==> src/rtl/power_pulse_sched_if.sv <==
// Pulse-scheduler bus: CPU config/control on one side, generator drive/feedback on the other.
// Latency: wires only, no storage.
// Backpressure: none; every strobe is a single-cycle command that is always accepted.
interface power_pulse_sched_if #(
  parameter int CNT_W = 32
);
  logic [CNT_W-1:0] cfg_width;
  logic [CNT_W-1:0] cfg_count;
  logic             cfg_wr;
  logic             start;
  logic             stop;
  logic             pulse_in;
  logic [CNT_W-1:0] gen_width;
  logic             gen_enable;
  logic             busy;
  logic             done;
  logic             cfg_err;
  logic [CNT_W-1:0] pulses_done;

  modport master (
    output cfg_width, cfg_count, cfg_wr, start, stop, pulse_in,
    input  gen_width, gen_enable, busy, done, cfg_err, pulses_done
  );

  modport slave (
    input  cfg_width, cfg_count, cfg_wr, start, stop, pulse_in,
    output gen_width, gen_enable, busy, done, cfg_err, pulses_done
  );
endinterface

==> src/rtl/power_pulse_sched.sv <==
// Shadows CPU pulse config and sequences the pulse generator (continuous or N-pulse burst).
// Latency: every output is registered; reacts one clkin after the command or pulse_in edge.
// Backpressure: none; width changes wait for a pulse_in edge, stop waits for the high phase to end.
module power_pulse_sched #(
  parameter int CNT_W     = 32,
  parameter int MIN_WIDTH = 2
) (
  input logic                clkin,
  input logic                rst_n,
  power_pulse_sched_if.slave bus
);

  typedef enum logic [1:0] {IDLE, RUN, STOPPING} state_t;

  localparam logic [CNT_W-1:0] MIN_W    = CNT_W'(MIN_WIDTH);
  localparam logic [CNT_W-1:0] ONE      = CNT_W'(1);
  localparam logic [CNT_W-1:0] ALL_ONES = '1;

  state_t           state;
  state_t           state_nxt;
  logic [CNT_W-1:0] shadow_width;
  logic [CNT_W-1:0] shadow_count;
  logic [CNT_W-1:0] burst_count;
  logic [CNT_W-1:0] gen_width_q;
  logic [CNT_W-1:0] pulses_done_q;
  logic             pend;
  logic             pulse_prev;
  logic             done_q;
  logic             cfg_err_q;

  logic rise;
  logic fall;
  logic width_ok;
  logic burst_last;
  logic accept;
  logic reject;
  logic apply;
  logic count_fall;
  logic done_nxt;

  assign rise       = ~pulse_prev & bus.pulse_in;
  assign fall       = pulse_prev & ~bus.pulse_in;
  assign width_ok   = (shadow_width >= MIN_W);
  // The fall now being seen is the last one of a finite burst.
  assign burst_last = (burst_count != '0) && (pulses_done_q == burst_count - ONE);

  // State register.
  always_ff @(posedge clkin) begin
    if (!rst_n) state <= IDLE;
    else        state <= state_nxt;
  end

  // Sequencing decisions: start accept/reject, width apply, fall counting, stop handling.
  always_comb begin
    state_nxt  = state;
    accept     = 1'b0;
    reject     = 1'b0;
    apply      = 1'b0;
    count_fall = 1'b0;
    done_nxt   = 1'b0;
    case (state)
      IDLE: begin
        if (bus.start && !bus.stop) begin
          if (width_ok) begin
            accept    = 1'b1;
            state_nxt = RUN;
          end else begin
            reject = 1'b1;
          end
        end
      end
      RUN: begin
        // A write landing on the edge wins; its value goes out on the following edge.
        apply      = (rise | fall) && pend && !bus.cfg_wr && width_ok;
        count_fall = fall;
        if (fall && burst_last) begin
          done_nxt  = 1'b1;
          state_nxt = IDLE;
        end else if (bus.stop) begin
          // Never chop a high phase: if high, let it finish first.
          state_nxt = bus.pulse_in ? STOPPING : IDLE;
        end
      end
      STOPPING: begin
        if (fall) begin
          count_fall = 1'b1;
          done_nxt   = burst_last;
          state_nxt  = IDLE;
        end
      end
      default: state_nxt = IDLE;
    endcase
  end

  // Shadow registers, generator width, pulse counter and one-cycle status pulses.
  always_ff @(posedge clkin) begin
    if (!rst_n) begin
      shadow_width  <= '0;
      shadow_count  <= '0;
      burst_count   <= '0;
      gen_width_q   <= '0;
      pulses_done_q <= '0;
      pend          <= 1'b0;
      pulse_prev    <= 1'b0;
      done_q        <= 1'b0;
      cfg_err_q     <= 1'b0;
    end else begin
      pulse_prev <= bus.pulse_in;
      done_q     <= done_nxt;
      cfg_err_q  <= reject;
      if (accept) begin
        gen_width_q   <= shadow_width;
        burst_count   <= shadow_count;
        pulses_done_q <= '0;
      end else if (apply) begin
        gen_width_q <= shadow_width;
      end
      if (count_fall && (pulses_done_q != ALL_ONES)) begin
        pulses_done_q <= pulses_done_q + ONE;
      end
      if (bus.cfg_wr) begin
        shadow_width <= bus.cfg_width;
        shadow_count <= bus.cfg_count;
        pend         <= 1'b1;
      end else if (accept || apply) begin
        pend <= 1'b0;
      end
    end
  end

  assign bus.gen_width   = gen_width_q;
  assign bus.gen_enable  = (state != IDLE);
  assign bus.busy        = (state != IDLE);
  assign bus.done        = done_q;
  assign bus.cfg_err     = cfg_err_q;
  assign bus.pulses_done = pulses_done_q;

endmodule

==> src/flat_wrapper.sv <==
// flat-port wrapper written by rule: the top's interface ports become plain ports
module power_pulse_sched_flat 
#(
  parameter int CNT_W     = 32,
  parameter int MIN_WIDTH = 2
)
  (clkin, rst_n, bus_cfg_width, bus_cfg_count, bus_cfg_wr, bus_start, bus_stop, bus_pulse_in, bus_gen_width, bus_gen_enable, bus_busy, bus_done, bus_cfg_err, bus_pulses_done);
  power_pulse_sched_if #(.CNT_W(CNT_W)) bus_i ();
  input logic clkin;
  input logic rst_n;
  input wire logic [$bits(bus_i.cfg_width)-1:0] bus_cfg_width;
  input wire logic [$bits(bus_i.cfg_count)-1:0] bus_cfg_count;
  input wire logic [$bits(bus_i.cfg_wr)-1:0] bus_cfg_wr;
  input wire logic [$bits(bus_i.start)-1:0] bus_start;
  input wire logic [$bits(bus_i.stop)-1:0] bus_stop;
  input wire logic [$bits(bus_i.pulse_in)-1:0] bus_pulse_in;
  output wire logic [$bits(bus_i.gen_width)-1:0] bus_gen_width;
  output wire logic [$bits(bus_i.gen_enable)-1:0] bus_gen_enable;
  output wire logic [$bits(bus_i.busy)-1:0] bus_busy;
  output wire logic [$bits(bus_i.done)-1:0] bus_done;
  output wire logic [$bits(bus_i.cfg_err)-1:0] bus_cfg_err;
  output wire logic [$bits(bus_i.pulses_done)-1:0] bus_pulses_done;
  assign bus_i.cfg_width = bus_cfg_width;
  assign bus_i.cfg_count = bus_cfg_count;
  assign bus_i.cfg_wr = bus_cfg_wr;
  assign bus_i.start = bus_start;
  assign bus_i.stop = bus_stop;
  assign bus_i.pulse_in = bus_pulse_in;
  assign bus_gen_width = bus_i.gen_width;
  assign bus_gen_enable = bus_i.gen_enable;
  assign bus_busy = bus_i.busy;
  assign bus_done = bus_i.done;
  assign bus_cfg_err = bus_i.cfg_err;
  assign bus_pulses_done = bus_i.pulses_done;
  power_pulse_sched #(.CNT_W(CNT_W), .MIN_WIDTH(MIN_WIDTH)) u_core (.clkin(clkin), .rst_n(rst_n), .bus(bus_i));
endmodule
==> config.mk <==
export PLATFORM = sky130hd
export DESIGN_NAME = power_pulse_sched_flat
export DESIGN_NICKNAME = d
export VERILOG_FILES = /design/src/rtl/power_pulse_sched_if.sv /design/src/rtl/power_pulse_sched.sv /design/src/flat_wrapper.sv
export SDC_FILE = /design/constraint.sdc
export NUM_CORES = 1
export LEC_CHECK = 0
export CAP_MARGIN = 20
export CORE_UTILIZATION = 55
export CTS_BUF_LIST = sky130_fd_sc_hd__clkbuf_8
export DETAILED_ROUTE_END_ITERATION = 8
export GPL_TIMING_DRIVEN = 0
export PLACE_DENSITY = 0.82
export SLEW_MARGIN = 20
export SYNTH_ARGS = -nofsm -noshare
export SYNTH_HDL_FRONTEND = slang
export SYNTH_SLANG_ARGS = --single-unit
export TNS_END_PERCENT = 1
==> constraint.sdc <==
create_clock -name clkin -period 3.1 [get_ports clkin]
set_input_delay 0.62 -clock clkin [delete_from_list [all_inputs] [get_ports clkin]]
set_output_delay 0.62 -clock clkin [all_outputs]
set_load 0.01 [all_outputs]
==> impl_metrics.yaml, run 1 <==
placed_design:
  globalplace.congestion: 0.924
  placedInstanceArea_sq_um: 9660
  place_hpwl_mm: 15.4
  dp_cells: 1225
  dp_slack_ns: -0.258
  portBuffers: 136
synthesis:
  synthMuxAreaShare_pct: 12.3
  synth-seq-area-share_pct: 41.2
  synth_compound_area_share_pct: 12.4
  synth-main-ff-cell: "dfxtp_1"
  synth_fa_ha_area_share_pct: 1.09
  ys_types: 58
  synth_edf_count: 0
  synth-seq-cells: 166
  yosys.area_share.simple_pct: 25.2
  synth_warnings: 0
  synth_top_family_by_area: "simple AND/OR/NAND/NOR gates"
  syn-cell-area_sq_um: 8070
  postSynthCellCount: 909
  synth_nets: 986
  synth_xor_area_share_pct: 4.23
  ys_async_sr_fraction_pct: 0
  syn_avg_cell_area_sq_um: 8.88
routing:
  first_pass_iters: 5
  drt_wl_total_mm: 20.7
  num_vias: 7059
  drt_iter0_drc: 661
  ant_nets: 0
  remaining_drc_errors: 0
  via_per_inst: 5.58
  wire_per_inst_microns: 16.4
die:
  core_sq_um: 14100
  start_util_pct: 57.3
  ios: 138
  dieArea_sq_um: 15200
  die_x_microns: 123
  dieHeight_microns: 123
  fp-row-count: 43
timing:
  worstMarginPinSlew_ns: 0.857
  fmax_ghz: 0.336
  maxSlewViolCount: 0
  slew_headroom_pct: 42.9
  final_hold_viol_count: 0
  rsz0062_at_grt: "yes"
  period_share_pct: 96.1
  timing.final.ws_setup_ns: 0.119
  finalWorstPathRequiredPeriod_ns: 2.98
  setup_viol: 0
  skew_ns: 0.0123
  fin_hold_ws_ns: 0.464
  tns_ns: 0
job:
  drv_cap: 0
clocking:
  cts_max_level: 4
  cts_root_buf: "clkbuf_8"
  cts.sinks: 166
  clockBufferDepth: 2
  clkLatencyLatePin_ns: 0.47
  cts_tree: "done"
  path_clk_slew_ns: 0.09
  hold_buffers: 0
  cts_made_buffers: 17
cells_and_area:
  instances_no_fill: 1264
  nNetsFinal: 1148
  fin_area_sq_um: 10300
  drive_above_1_share_pct: 8.03
  multi_input_area_sq_um: 4590
  area_delta_synth_final_pct: 27.6
  n_fill_cell: 1114
  seqCellArea_sq_um: 3340
  diodes: 0
min_path:
  hp-class: "register to register"
  min_delay_path_depth: 2
pwr:
  ir_worst_vdd_v: 0.000282
  power.leakage_uw: 0.00404
  power_density_nw_per_um2: 488
setup_path:
  cp.depth: 10
  cpMostUsedCell: "nor4_2"
  crit_arrival_ns: 3.35
  start_kind: "register"
  path_max_fanout: 6
  slowest_stage: "or4_4"
  r2r_cells: 10
  required_ns: 3.47
  cp_cell_sequence: "or4_4 > nor3_4 > buf_4 > nand2_1 > a2111o_1 > nor4_2 > nand4_1 > nor4_2 > nor2_1 > a31o_1"
  crit_type: "register to register"
  cp-end-kind: "register"
  path_buf_inv: 1
  crit_family: "simple AND/OR/NAND/NOR gates"
  critPathMaxStageDelay_ns: 0.59
global_route:
  grt_max_degree: 17
  grt_overflow: 0
  grt_pass1_wl_mm: 33.0
  antenna_found_initial: 0
  track_usage_pct: 28.2
  grt_pass1_vias: 6607
status:
  status: "completed"
## synthesized netlist by cell type (all sizes together), types with 4 or more instances
library cell	number	area (sq um)
clkbuf	46	173
nand2	94	353
nand3	22	110
nand4	13	81.3
nor3b	5	37.5
or3	12	75.1
a21oi	33	165
nor4	27	169
or2	4	25.0
ha	7	87.6
xor2	17	149
nor2	30	113
mux2i	99	991
dfxtp	166	3320
inv	13	48.8
and2	12	75.1
or4	6	48.8
o311ai	4	35.0
nor3	19	106
nor2b	108	676
buf	13	72.6
o31a	4	35.0
o31ai	4	30.0
a31oi	8	50.1
xnor2	22	193
and3	6	37.5
o21a	4	30.0
a21boi	37	278
o21ai	38	190
o211ai	8	60.1
## routing by layer
layer / GRT usage, % / vias up / share of wire (%) / wire length [microns]
met5: 0 / - / 0 / 0
met4: 10.2 / 0 / 1.9 / 397
met3: 5.72 / 40 / 6.5 / 1340
met2: 44.6 / 250 / 46 / 9560
met1: 38.2 / 3260 / 45 / 9420
li1: - / 3509 / - / -
## final cells by class
class / instances / area share [%]
buffer: 53 / 2.08
clock inverter: 14 / 1.68
inverter: 13 / 0.498
multi-input combinational: 671 / 44.6
tap: 180 / 2.19
timing repair buffer: 149 / 14.2
clock buffer: 18 / 2.41
sequential: 166 / 32.4
## stage by stage
stage               total power, uW  util (%)
finish                         5020      73.1
global route                   5250      73.1
CTS                            4990      72.0
detailed placement             3330      68.5
global placement               3310      68.5
floorplan                      3000         -
## state kept, by name (all words and copies together), names as in the netlist
register and count:
u_core.bus.gen_width 32, u_core.pulse_prev 1, u_core.bus.pulses_done 32, u_core.bus.done 1
u_core.bus.cfg_err 1, u_core.shadow_count 32, u_core.pend 1, u_core.state 2
u_core.burst_count 32, u_core.shadow_width 32
## logic make-up (layout without fill, tap and decap cells)
kind of cell / count (synthesis) / count (layout)
XOR/XNOR: 39 / 39
AO/OA/AOI/OAI: 153 / 153
AND/OR/NAND/NOR: 373 / 373
adder cells (fa/ha/maj): 7 / 7
flip-flops: 166 / 166
buffers and inverters: 72 / 247
multiplexers: 99 / 99
## final timing paths
check        slack (ns)                     end                     from
max                0.12         u_core.state[1]    u_core.burst_count[5]
max reg2reg        0.12         u_core.state[1]    u_core.burst_count[5]
min reg2reg        0.46  u_core.burst_count[10]  u_core.shadow_count[10]
min                0.46  u_core.burst_count[10]  u_core.shadow_count[10]
## where the power goes
| part | internal, uW | switching (uW) | total (uW) | leakage [uW] |
|---|---|---|---|---|
| clock | 825 | 826 | 1650 | 0.000209 |
| sequential | 2220 | 70.5 | 2290 | 0.00136 |
| combinational | 528 | 556 | 1080 | 0.00248 |
## timing repair
action	4_1_cts	5_1_grt
endpoints found under the setup margin	35	35
setup buffers	3	10
pin swaps	4	15
gates resized for setup	11	36
## worst register-to-register path, cell delays in order (launching register included)
cell and delay [ns]:
dfxtp_4 0.36, or4_4 0.59, nor3_4 0.21, buf_4 0.14, nand2_1 0.04, a2111o_1 0.42
nor4_2 0.27, nand4_1 0.21, nor4_2 0.33, nor2_1 0.11, a31o_1 0.18
## cell usage in the layout (no fill, tap or decap), types with 4 or more instances in the layout
| cell type | synthesis | final |
|---|---|---|
| o21ai_0 | 35 | 34 |
| nor4_1 | 27 | 21 |
| buf_1 | 6 | 6 |
| o21a_1 | 4 | 4 |
| nor3_1 | 18 | 15 |
| and3_1 | 6 | 6 |
| dfxtp_2 | 0 | 4 |
| o31a_1 | 4 | 4 |
| nor4_2 | 0 | 4 |
| clkdlybuf4s50_1 | 0 | 136 |
| nor2b_1 | 108 | 108 |
| and2_1 | 11 | 11 |
| ha_1 | 7 | 6 |
| xnor2_1 | 22 | 22 |
| inv_1 | 13 | 12 |
| nand3_1 | 22 | 21 |
| clkbuf_1 | 46 | 39 |
| xor2_1 | 17 | 17 |
| nor2_1 | 30 | 30 |
| a31oi_1 | 8 | 8 |
| nand2_1 | 94 | 94 |
| o21ai_1 | 3 | 4 |
| nand4_1 | 13 | 13 |
| o311ai_0 | 4 | 4 |
| nor3b_1 | 5 | 4 |
| a21boi_0 | 34 | 34 |
| mux2i_1 | 99 | 99 |
| clkbuf_8 | 0 | 18 |
| a21oi_1 | 33 | 33 |
| dfxtp_1 | 166 | 160 |
| o211ai_1 | 8 | 8 |
| or3_1 | 12 | 10 |
| buf_4 | 1 | 13 |
No activity file was read; power rests on OpenSTA's default activity.
==> inputs of run 2 (changes only) <==
Settings changed: CORE_MARGIN set to 2.
==> run 2 against run 1 <==
Against the previous run: maximum frequency fell by 4.2%; critical endpoint unchanged; first-iteration DRC count fell by 8.9%; clock-buffer cell count rose by 4; the flow now finishes with violations (negative setup slack).
==> impl_metrics.yaml, run 2 (synthesized netlist as in run 1, its figures left out) <==
timing:
  timing.final.ws_setup_ns: -0.00971
  fin_hold_ws_ns: 0.467
  period_share_pct: 100
  setup_viol: 1
  finalWorstPathRequiredPeriod_ns: 3.11
  fmax_ghz: 0.322
  final_hold_viol_count: 0
  skew_ns: 0.0142
  maxSlewViolCount: 0
  slew_headroom_pct: 46.3
  rsz0062_at_grt: "yes"
  worstMarginPinSlew_ns: 0.805
placed_design:
  dp_slack_ns: -0.152
  globalplace.congestion: 0.894
  dp_cells: 1229
  portBuffers: 136
  place_hpwl_mm: 15.6
cells_and_area:
  seqCellArea_sq_um: 3330
  nNetsFinal: 1141
  instances_no_fill: 1260
  multi_input_area_sq_um: 4540
  utilization_pct: 70.6
  layout_commonest_cell: "dfxtp_1"
  diodes: 0
  n_fill_cell: 1166
  drive_above_1_share_pct: 6.69
  area_delta_synth_final_pct: 26.1
  layout_common_cells: "dfxtp_1 (163), clkdlybuf4s50_1 (136), nor2b_1 (108)"
clocking:
  cts.sinks: 166
  cts_max_level: 4
  clockBufferDepth: 2
  clkLatencyLatePin_ns: 0.46
  cts_made_buffers: 17
  cts_tree: "done"
  cts_root_buf: "clkbuf_8"
  path_clk_slew_ns: 0.09
routing:
  first_pass_iters: 6
  remaining_drc_errors: 0
  wire_per_inst_microns: 16.8
  ant_nets: 0
  drt_wl_total_mm: 21.2
  num_vias: 7179
  via_per_inst: 5.70
  drt_iter0_drc: 602
setup_path:
  cp-end-kind: "register"
  start_kind: "register"
  required_ns: 3.47
  rrSetupSlack_ns: -0.01
  crit_arrival_ns: 3.48
  crit_type: "register to register"
  path_max_fanout: 6
job:
  drv_cap: 0
global_route:
  grt_pass1_wl_mm: 34.0
  antenna_found_initial: 0
  grt_pass1_vias: 6713
  track_usage_pct: 26.9
  grt_overflow: 0
  grt_max_degree: 17
pwr:
  power.net_switching_uw: 1440
  p_clk_share_pct: 31.7
  power.leakage_uw: 0.00399
  ir_worst_vdd_v: 0.000333
  switching_share_pct: 29.3
  p_comb_share_pct: 21.7
  power_density_nw_per_um2: 482
  pwr-share-seq_pct: 46.7
  p_int_uw: 3470
die:
  start_util_pct: 56.0
  dieArea_sq_um: 15700
  core_sq_um: 14400
  die_x_microns: 125
  dieHeight_microns: 125
  fp-row-count: 44
  ios: 138
status:
  status: "finished with violations"
  violations: "negative setup slack"
min_path:
  hp-class: "register to register"
[run 2: changes by cell type in the layout (fill, tap and decap cells not counted), sizes merged]
cell,previous run,this run
buf,23,15
clkbuf,61,66
bufinv,3,1
clkinv,3,2
clkinvlp,3,2
inv,18,17
[run 2: final cells by class]
type | count | share of cell area, %
multi-input combinational | 671 | 44.6
tap | 184 | 2.26
clock inverter | 9 | 0.897
buffer | 56 | 2.38
sequential | 166 | 32.7
clock buffer | 22 | 2.97
inverter | 13 | 0.479
timing repair buffer | 139 | 13.7
[run 2: layer usage]
layer  global-route usage, %  up-vias  part of all wire (%)
li1                        -     3500                     -
met1                    36.2     3324                    45
met2                    43.2      303                    45
met3                    4.41       52                   6.5
met4                    10.8        0                   2.8
met5                       0        -                     0
[run 2: stage by stage]
| stage | instance area [sq um] | total power (uW) | setup TNS [ns] |
|---|---|---|---|
| finish | 10200 | 4910 | -0.00971 |
| global route | 10200 | 5110 | -0.189 |
| CTS | 10100 | 4880 | -0.0659 |
| detailed placement | 9660 | 3330 | -1.73 |
| global placement | 9660 | 3310 | -2.01 |
| floorplan | 8070 | 3000 | 0 |
[run 2: power by group through the flow]
| stage | clock (uW) | sequential (uW) | combinational (uW) |
|---|---|---|---|
| 3_5_place_dp | 0 | 2340 | 993 |
| 5_1_grt | 1660 | 2300 | 1150 |
| 6_report | 1560 | 2290 | 1060 |
| 3_3_place_gp | 0 | 2330 | 977 |
| 2_1_floorplan | 0 | 2320 | 676 |
| 4_1_cts | 1570 | 2290 | 1020 |
[run 2: worst max-delay path, cell delays in order (launching register included)]
cell	delay, ns
dfxtp_1	0.37
inv_1	0.10
ha_2	0.22
or3b_4	0.42
o31ai_2	0.22
nand4_1	0.14
a2111o_1	0.42
nor4_2	0.29
nand4_1	0.24
nor4_2	0.27
nor2_1	0.10
a31o_1	0.22
[run 2: final timing paths]
kind                            from                endpoint  cells after the start
max            u_core.burst_count[1]         u_core.state[1]                     11
max reg2reg    u_core.burst_count[1]         u_core.state[1]                     11
min reg2reg  u_core.shadow_count[28]  u_core.burst_count[28]                      2
min          u_core.shadow_count[28]  u_core.burst_count[28]                      2
[run 2: timing repair]
item	4_1_cts	5_1_grt
endpoints found under the setup margin	28	35
resized for setup	7	24
hold buffers	0	0
pin swaps	2	5
hold endpoints to repair	0	0
buffers inserted	2	1
